[config.mk]
export PLATFORM = sky130hd
export DESIGN_NAME = cpu_btb_update_controller
export DESIGN_NICKNAME = d
export VERILOG_FILES = /design/src/rtl/cpu_btb_update_controller.sv
export SDC_FILE = /design/constraint.sdc
export NUM_CORES = 1
export LEC_CHECK = 0
export CAP_MARGIN = 20
export CORE_ASPECT_RATIO = 0.8
export CORE_UTILIZATION = 55
export DETAILED_ROUTE_END_ITERATION = 10
export DONT_BUFFER_PORTS = 1
export GPL_ROUTABILITY_DRIVEN = 0
export PLACE_DENSITY_LB_ADDON = 0.3
export SLEW_MARGIN = 20
export SYNTH_ARGS = -nofsm -noshare
export SYNTH_HDL_FRONTEND = slang
export SYNTH_SLANG_ARGS = --single-unit
[constraint.sdc]
create_clock -name clk -period 3.5 [get_ports clk]
set_input_delay 0.175 -clock clk [delete_from_list [all_inputs] [get_ports clk]]
set_output_delay 0.175 -clock clk [all_outputs]
set_load 0.03 [all_outputs]
[src/rtl/cpu_btb_update_controller.sv]
// BTB write sequencer: buffers taken-branch updates in a FIFO drained on drain_en, and sweeps every set on flush_req.
// Optional macro BTB_UPDATE_FILTER_EN suppresses updates whose prediction was already correct.
module cpu_btb_update_controller #(
  parameter int XLEN        = 32,
  parameter int BYTE_OFFSET = 2,
  parameter int SET_WIDTH   = 8,
  parameter int DEPTH       = 4
) (
  input  logic                 clk,
  input  logic                 rst,
  input  logic                 resolve_valid,
  input  logic [XLEN-1:0]      resolve_pc,
  input  logic                 resolve_taken,
  input  logic [XLEN-1:0]      resolve_target,
  input  logic                 resolve_pred_hit,
  input  logic [XLEN-1:0]      resolve_pred_target,
  input  logic                 drain_en,
  input  logic                 flush_req,
  output logic                 btb_update,
  output logic [XLEN-1:0]      btb_update_addr,
  output logic [XLEN-1:0]      btb_update_target,
  output logic                 btb_inval,
  output logic [SET_WIDTH-1:0] btb_inval_set,
  output logic                 flush_busy,
  output logic                 dropped
);

  localparam int PTR_W = $clog2(DEPTH);
  localparam int PC_W  = XLEN - BYTE_OFFSET;
  localparam logic [SET_WIDTH-1:0] LAST_SET = '1;

  typedef enum logic {IDLE, SWEEP} state_t;

  state_t state, state_next;

  logic [PC_W-1:0]      pc_mem  [DEPTH];
  logic [XLEN-1:0]      tgt_mem [DEPTH];
  logic [PTR_W:0]       wr_ptr, rd_ptr;
  logic [SET_WIDTH-1:0] set_cnt;

  logic in_idle, empty, full, filtered, eligible, accept_window, push, pop, drop_now;

  // Branches the BTB already predicts correctly need no rewrite.
`ifdef BTB_UPDATE_FILTER_EN
  assign filtered = resolve_pred_hit && (resolve_pred_target == resolve_target);
`else
  logic unused_pred;
  assign unused_pred = ^{resolve_pred_hit, resolve_pred_target};
  assign filtered    = 1'b0;
`endif

  logic unused_pc_low;
  assign unused_pc_low = ^resolve_pc[BYTE_OFFSET-1:0];

  assign in_idle       = (state == IDLE);
  assign empty         = (wr_ptr == rd_ptr);
  assign full          = (wr_ptr[PTR_W] != rd_ptr[PTR_W]) &&
                         (wr_ptr[PTR_W-1:0] == rd_ptr[PTR_W-1:0]);
  assign eligible      = resolve_valid && resolve_taken && !filtered;
  // A flush cycle discards its own resolve, so it can neither push nor drop.
  assign accept_window = in_idle && !flush_req;
  assign pop           = in_idle && !empty && drain_en;
  assign push          = accept_window && eligible && (!full || pop);
  assign drop_now      = accept_window && eligible && full && !pop;

  // State register
  // NOTE: sequential state uses non-blocking (<=) so every flop samples pre-edge values.
  always_ff @(posedge clk) begin
    if (rst) state <= IDLE;
    else     state <= state_next;
  end

  // Next-state logic
  // NOTE: the default assignment up front keeps this combinational block latch-free.
  always_comb begin
    state_next = state;
    case (state)
      IDLE:    if (flush_req) state_next = SWEEP;
      SWEEP:   if (!flush_req && set_cnt == LAST_SET) state_next = IDLE;
      default: state_next = IDLE;
    endcase
  end

  // Set counter: restarts on any flush request, advances one set per sweep cycle.
  always_ff @(posedge clk) begin
    if (rst || flush_req) set_cnt <= '0;
    else if (state == SWEEP) set_cnt <= set_cnt + 1'b1;
  end

  always_ff @(posedge clk) begin
    if (rst || (in_idle && flush_req)) begin
      wr_ptr <= '0;
      rd_ptr <= '0;
    end else begin
      if (push) wr_ptr <= wr_ptr + 1'b1;
      if (pop)  rd_ptr <= rd_ptr + 1'b1;
    end
  end

  // NOTE: storage has no reset; the pointers alone define which entries are valid.
  always_ff @(posedge clk) begin
    if (push) begin
      pc_mem[wr_ptr[PTR_W-1:0]]  <= resolve_pc[XLEN-1:BYTE_OFFSET];
      tgt_mem[wr_ptr[PTR_W-1:0]] <= resolve_target;
    end
  end

  always_ff @(posedge clk) begin
    if (rst) dropped <= 1'b0;
    else     dropped <= drop_now;
  end

  // Output logic
  always_comb begin
    btb_update        = pop;
    btb_update_addr   = {pc_mem[rd_ptr[PTR_W-1:0]], {BYTE_OFFSET{1'b0}}};
    btb_update_target = tgt_mem[rd_ptr[PTR_W-1:0]];
    btb_inval         = (state == SWEEP);
    btb_inval_set     = set_cnt;
    flush_busy        = (state == SWEEP);
  end

endmodule

==> Word-level counts from Yosys, hierarchy flattened <==
Memories as Yosys holds them, arrays and structs flattened. A register that Yosys moved wholly into a read port is not among the register bits.
Index checks and enable logic that the tools add are counted.
{ "classes": {"add_sub_neg": 3, "n_eq_ne": 4, "mux": 9, "bitwise_logic": 1, "reduce_logical": 18} }
{ "ops": {"columns": ["op", "n"], "rows": [
  ["$logic_and 1x1->1", 11],
  ["$add 8x1->8 const B", 1],
  ["$eq 8x8->1 const B", 1],
  ["$mux 2", 4],
  ["$add 3x1->3 const B", 2],
  ["$logic_not 1->1", 4],
  ["$mux 1", 4],
  ["$eq 3x3->1", 1],
  ["$logic_or 1x1->1", 3],
  ["$eq 2x2->1", 1],
  ["$pmux 1 s2", 1],
  ["$ne 1x1->1", 1],
  ["$not 1->1", 1]
]} }
{ "totals": {"reg_bits": 16, "ramBits": 248, "out_inout_bits": 76, "mem_count": 2} }
{ "mem_list": {"columns": ["name", "words", "word_bits", "read_ports", "rd_clocked_by_memory_dff", "write_ports", "line_no", "source"], "rows": [
  ["tgt_mem", 4, 32, 1, 1, 1, "37", "logic [XLEN-1:0] tgt_mem [DEPTH];"],
  ["pc_mem", 4, 30, 1, 1, 1, "36", "logic [PC_W-1:0] pc_mem [DEPTH];"]
]} }

==> Logic depth before layout (Yosys ltp) <==
{ "logic_depth": {"depth_word": 8, "depth_mapped": 5} }

==> Worst setup path before layout <==
OpenSTA, ideal clock, no wires.
{ "synth_timing": {"kind": "register to register", "from": "reg state, in the netlist btb_inval", "to": "mem pc_mem[0][0] in the netlist's numbering (enable)", "setup_ps": 392, "t_arrival_ps": 1977, "setup_slack_ps": 1130, "path_stages_with_launch": 5, "synth_period_minus_slack_ps": 2370, "cell_sequence": "dfxtp_1 buf_2 nand4bb_4 a41oi_4 and2_2"} }
{ "synth_via": {"elab_chain_len": 7, "elab_cells_between_ends": 9, "classes_between": "mux (2); bitwise (1); reduce/logical (6)"} }
{ "synth_lines": {"columns": ["element", "line_no", "source"], "rows": [
  ["start: declaration", "34", "state_t state, state_next;"],
  ["start signal: assignment", "70", "else state <= state_next;"],
  ["$not 1->1 (*)", "55", "assign in_idle = (state == IDLE);"],
  ["$logic_and 1x1->1 (2 in a row)", "62", "assign pop = in_idle && !empty && drain_en;"],
  ["$logic_or 1x1->1", "63", "assign push = accept_window && eligible && (!full || pop);"],
  ["$logic_and 1x1->1 (*)", "63", null],
  ["$mux 1 (*)", "102", "if (push) begin"],
  ["$mux 1 (implied by the code) (*)", "103", "pc_mem[wr_ptr[PTR_W-1:0]] <= resolve_pc[XLEN-1:BYTE_OFFSET];"],
  ["end: declaration", "36", null]
]} }
Every way passes the cells marked *; elsewhere a longest branch is shown, timed or not.

==> Worst setup path after layout <==
{ "layout_timing": {"from": "reg state, in the netlist btb_inval", "to": "mem pc_mem[0][6] in the netlist's numbering (enable)"} }
The elaborated chain is that of the path after synthesis.

==> flow_metrics.env <==
export IMPL_rsz0062_at_grt="no"
export IMPL_fmaxAchievable_ghz=0.326
export IMPL_place_ws_ns=0.989
export IMPL_fin_util=0.665
export IMPL_fillers=1093
export IMPL_synth_top_family_by_area="multiplexers"
export IMPL_grt_pass1_wl_um=25500
export IMPL_fin_nets=608
export IMPL_clk_pin_slew_worst_paths_ns=0.06
export IMPL_switchingPower_w=0.00121
export IMPL_netlist_area_um2=9860
export IMPL_irDropWorstVdd_v=0.000404
export IMPL_avgSynthCellArea_um2=23.6
export IMPL_hold_path_class="in2reg"
export IMPL_clock_latency_ns=0.51
export IMPL_grt_overflow=0
export IMPL_min_to="rd_ptr[2]"
export IMPL_p_int_w=0.00509
export IMPL_comb_power_share=0.033
export IMPL_final_hold_viol_count=0
export IMPL_worstRegToRegCells=5
export IMPL_fin_worst_skew_ns=0.00807
export IMPL_r2r_start="btb_inval"
export IMPL_synth_edff_count=248
export IMPL_startpoint_type="flip-flop"
export IMPL_syn_inst=418
export IMPL_synth_xor_area_share=0.0131
export IMPL_fin_area_um2=11600
export IMPL_yosysTopAreaCell="edfxtp_1"
export IMPL_critPathArrivalTime_ns=3.26
export IMPL_drv_cap=0
export IMPL_io_pins=179
export IMPL_cp_max_fo=32
export IMPL_port_buffers=0
export IMPL_grt_pass1_vias=4653
export IMPL_grt_usage=0.186
export IMPL_via_per_inst=5.73
export IMPL_p_sw_frac=0.192
export IMPL_grt_max_degree=63
export IMPL_r2r_slack_ns=0.43
export IMPL_synthTopCellsByCount="edfxtp_1 (248), mux4_2 (62), dfxtp_1 (18)"
export IMPL_cts_tree="built"
export IMPL_synthSimpleGateAreaFrac=0.0221
export IMPL_drc=0
export IMPL_dr_total_vias=4252
export IMPL_clock_root_buffer="clkbuf_16"
export IMPL_critical_path_class="reg2reg"
export IMPL_relSlewSlack=0.366
export IMPL_post_cts_buffers=0
export IMPL_power_leakage_nw=3.58
export IMPL_finalWorstPathRequiredPeriod_ns=3.07
export IMPL_cts_buffers=25
export IMPL_cts_sinks=266
export IMPL_endpoint_kind="flip-flop"
export IMPL_die_w_um=152
export IMPL_synth_most_common_cell="edfxtp_1"
export IMPL_synth_compound_area_frac=0.00939
export IMPL_final_setup_viol_count=0
export IMPL_drive_gt1_frac=0.219
export IMPL_coreArea_um2=17400
export IMPL_dpl_instance_area_um2=10100
export IMPL_h_tree_depth=1
export IMPL_start_util=0.565
export IMPL_pwr_density_cell_nw_per_um2=543
export IMPL_ys_types=36
export IMPL_min_delay_path_depth=4
export IMPL_wl_um=16400
export IMPL_die_area_um2=18500
export IMPL_crit_required_ns=3.69
export IMPL_setup_slack_ns=0.432
export IMPL_synthAdderAreaFrac=0.00762
export IMPL_synthFlopType="edfxtp_1"
export IMPL_cts_buffer_depth=3
export IMPL_drtAntennaViolNets=0
export IMPL_fin_setup_tns_ns=0
export IMPL_reg2reg_to="pc_mem[0][6]"
export IMPL_ys_seq_area_frac=0.792
export IMPL_fp_row_count=43
export IMPL_tightest_slew_ns=0.951
export IMPL_syn_to_final_growth_pct=17.7
export IMPL_slew_violations=0
export IMPL_synth_top_area_frac=0.756
export IMPL_outcome="finished clean"
export IMPL_min_from="drain_en"
export IMPL_netlist_top_cells_area="edfxtp_1 (76%), mux4_2 (14%), dfxtp_1 (3.7%)"
export IMPL_synth_warnings=0
export IMPL_insertedDiodeCount=0
export IMPL_die_height_um=122
export IMPL_pwr_share_clk=0.409
export IMPL_routedWlPerCell_um=22.1
export IMPL_postSynth_asyncResetShare=0
export IMPL_seq_power_share=0.558
export IMPL_synth_mux_area_frac=0.143
export IMPL_synth_seq_cells=266
export IMPL_fin_crit_sh=0.876
export IMPL_drtIter0Drc=204
export IMPL_dp_hpwl_um=9590
export IMPL_antenna_found_initial=0
export IMPL_drtPass1Iterations=4
[worst max path at each step]
stage               from      endpoint  slack, ns  cells after the start
2_1_floorplan  btb_inval  pc_mem[0][0]       1.13                      4
3_3_place_gp   btb_inval  pc_mem[2][6]       1.03                      4
3_5_place_dp   btb_inval  pc_mem[0][6]       0.99                      4
4_1_cts        btb_inval  pc_mem[0][8]       0.41                      5
5_1_grt        btb_inval  pc_mem[3][8]       0.31                      5
6_report       btb_inval  pc_mem[0][6]       0.43                      5
[registers in the layout (all words and copies together), names as in the netlist, named ones only]
| signal | flops |
|---|---|
| tgt_mem | 128 |
| pc_mem | 120 |
| btb_inval_set | 8 |
| rd_ptr | 3 |
| wr_ptr | 3 |
| btb_inval | 1 |
| dropped | 1 |
[cell type report]
class | count | area, um^2 | share of cell area
well taps | 225 | 282 | 0.0243
multi-input cells | 130 | 1930 | 0.167
clock inverters | 10 | 101 | 0.00874
repair buffers | 72 | 771 | 0.0665
flip-flops and latches | 266 | 7820 | 0.674
inverters | 4 | 15.0 | 0.00129
clock buffers | 35 | 683 | 0.0589
[power by group through the flow]
stage	sequential [W]	combinational [W]	clock, W
6_report	0.00351	0.000209	0.00258
5_1_grt	0.00351	0.000224	0.00274
4_1_cts	0.00351	0.000211	0.00263
3_5_place_dp	0.00358	0.000121	0
3_3_place_gp	0.00358	0.000120	0
2_1_floorplan	0.00358	0.000112	0
[logic make-up after synthesis]
family / after synthesis
xor gates and xnor gates: 13
and+or+nand+nor: 37
muxes: 63
DFF: 266
AOI/OAI and AO/OA: 9
buffers and inverters: 23
adders and majority gates: 6
other: 1
[through the flow]
stage	hold slack, ns	total power [W]	cells
floorplan	0.247	0.00369	419
global placement	0.249	0.00370	630
detailed placement	0.257	0.00370	630
CTS	0.0689	0.00635	742
global route	0.106	0.00648	742
finish	0.0863	0.00630	742
[critical path: stages, from the launching register on]
cell and delay (ns):
dfxtp_1 0.62, nand4bb_4 0.35, dlygate4sd3_1 0.61, a41oi_4 0.30, and2_4 0.53, buf_12 0.29
[repair_timing]
| action | 4_1_cts | 5_1_grt |
|---|---|---|
| endpoints found under the hold margin | 266 | 0 |
| hold buffers | 67 | 0 |
| resized for setup | 0 | 0 |
[layer usage]
metal	vias to the layer above	global-route usage	routed length (um)
met5	-	0	0
met4	0	0.0495	367
met3	28	0.0558	1200
met2	112	0.304	8170
met1	2206	0.245	6690
li1	1906	-	-
[cells in the final DEF (no fill, tap or decap), types with 5 or more instances in the layout]
cell and n:
clkbuf_16 25, nand2_1 5, ha_1 6, dlygate4sd3_1 67, xor2_1 7, nor2_1 12
edfxtp_1 248, dfxtp_1 16, buf_12 5, clkbuf_1 8, nand4_1 5, mux4_2 62
(Power assumes the default switching activity.)
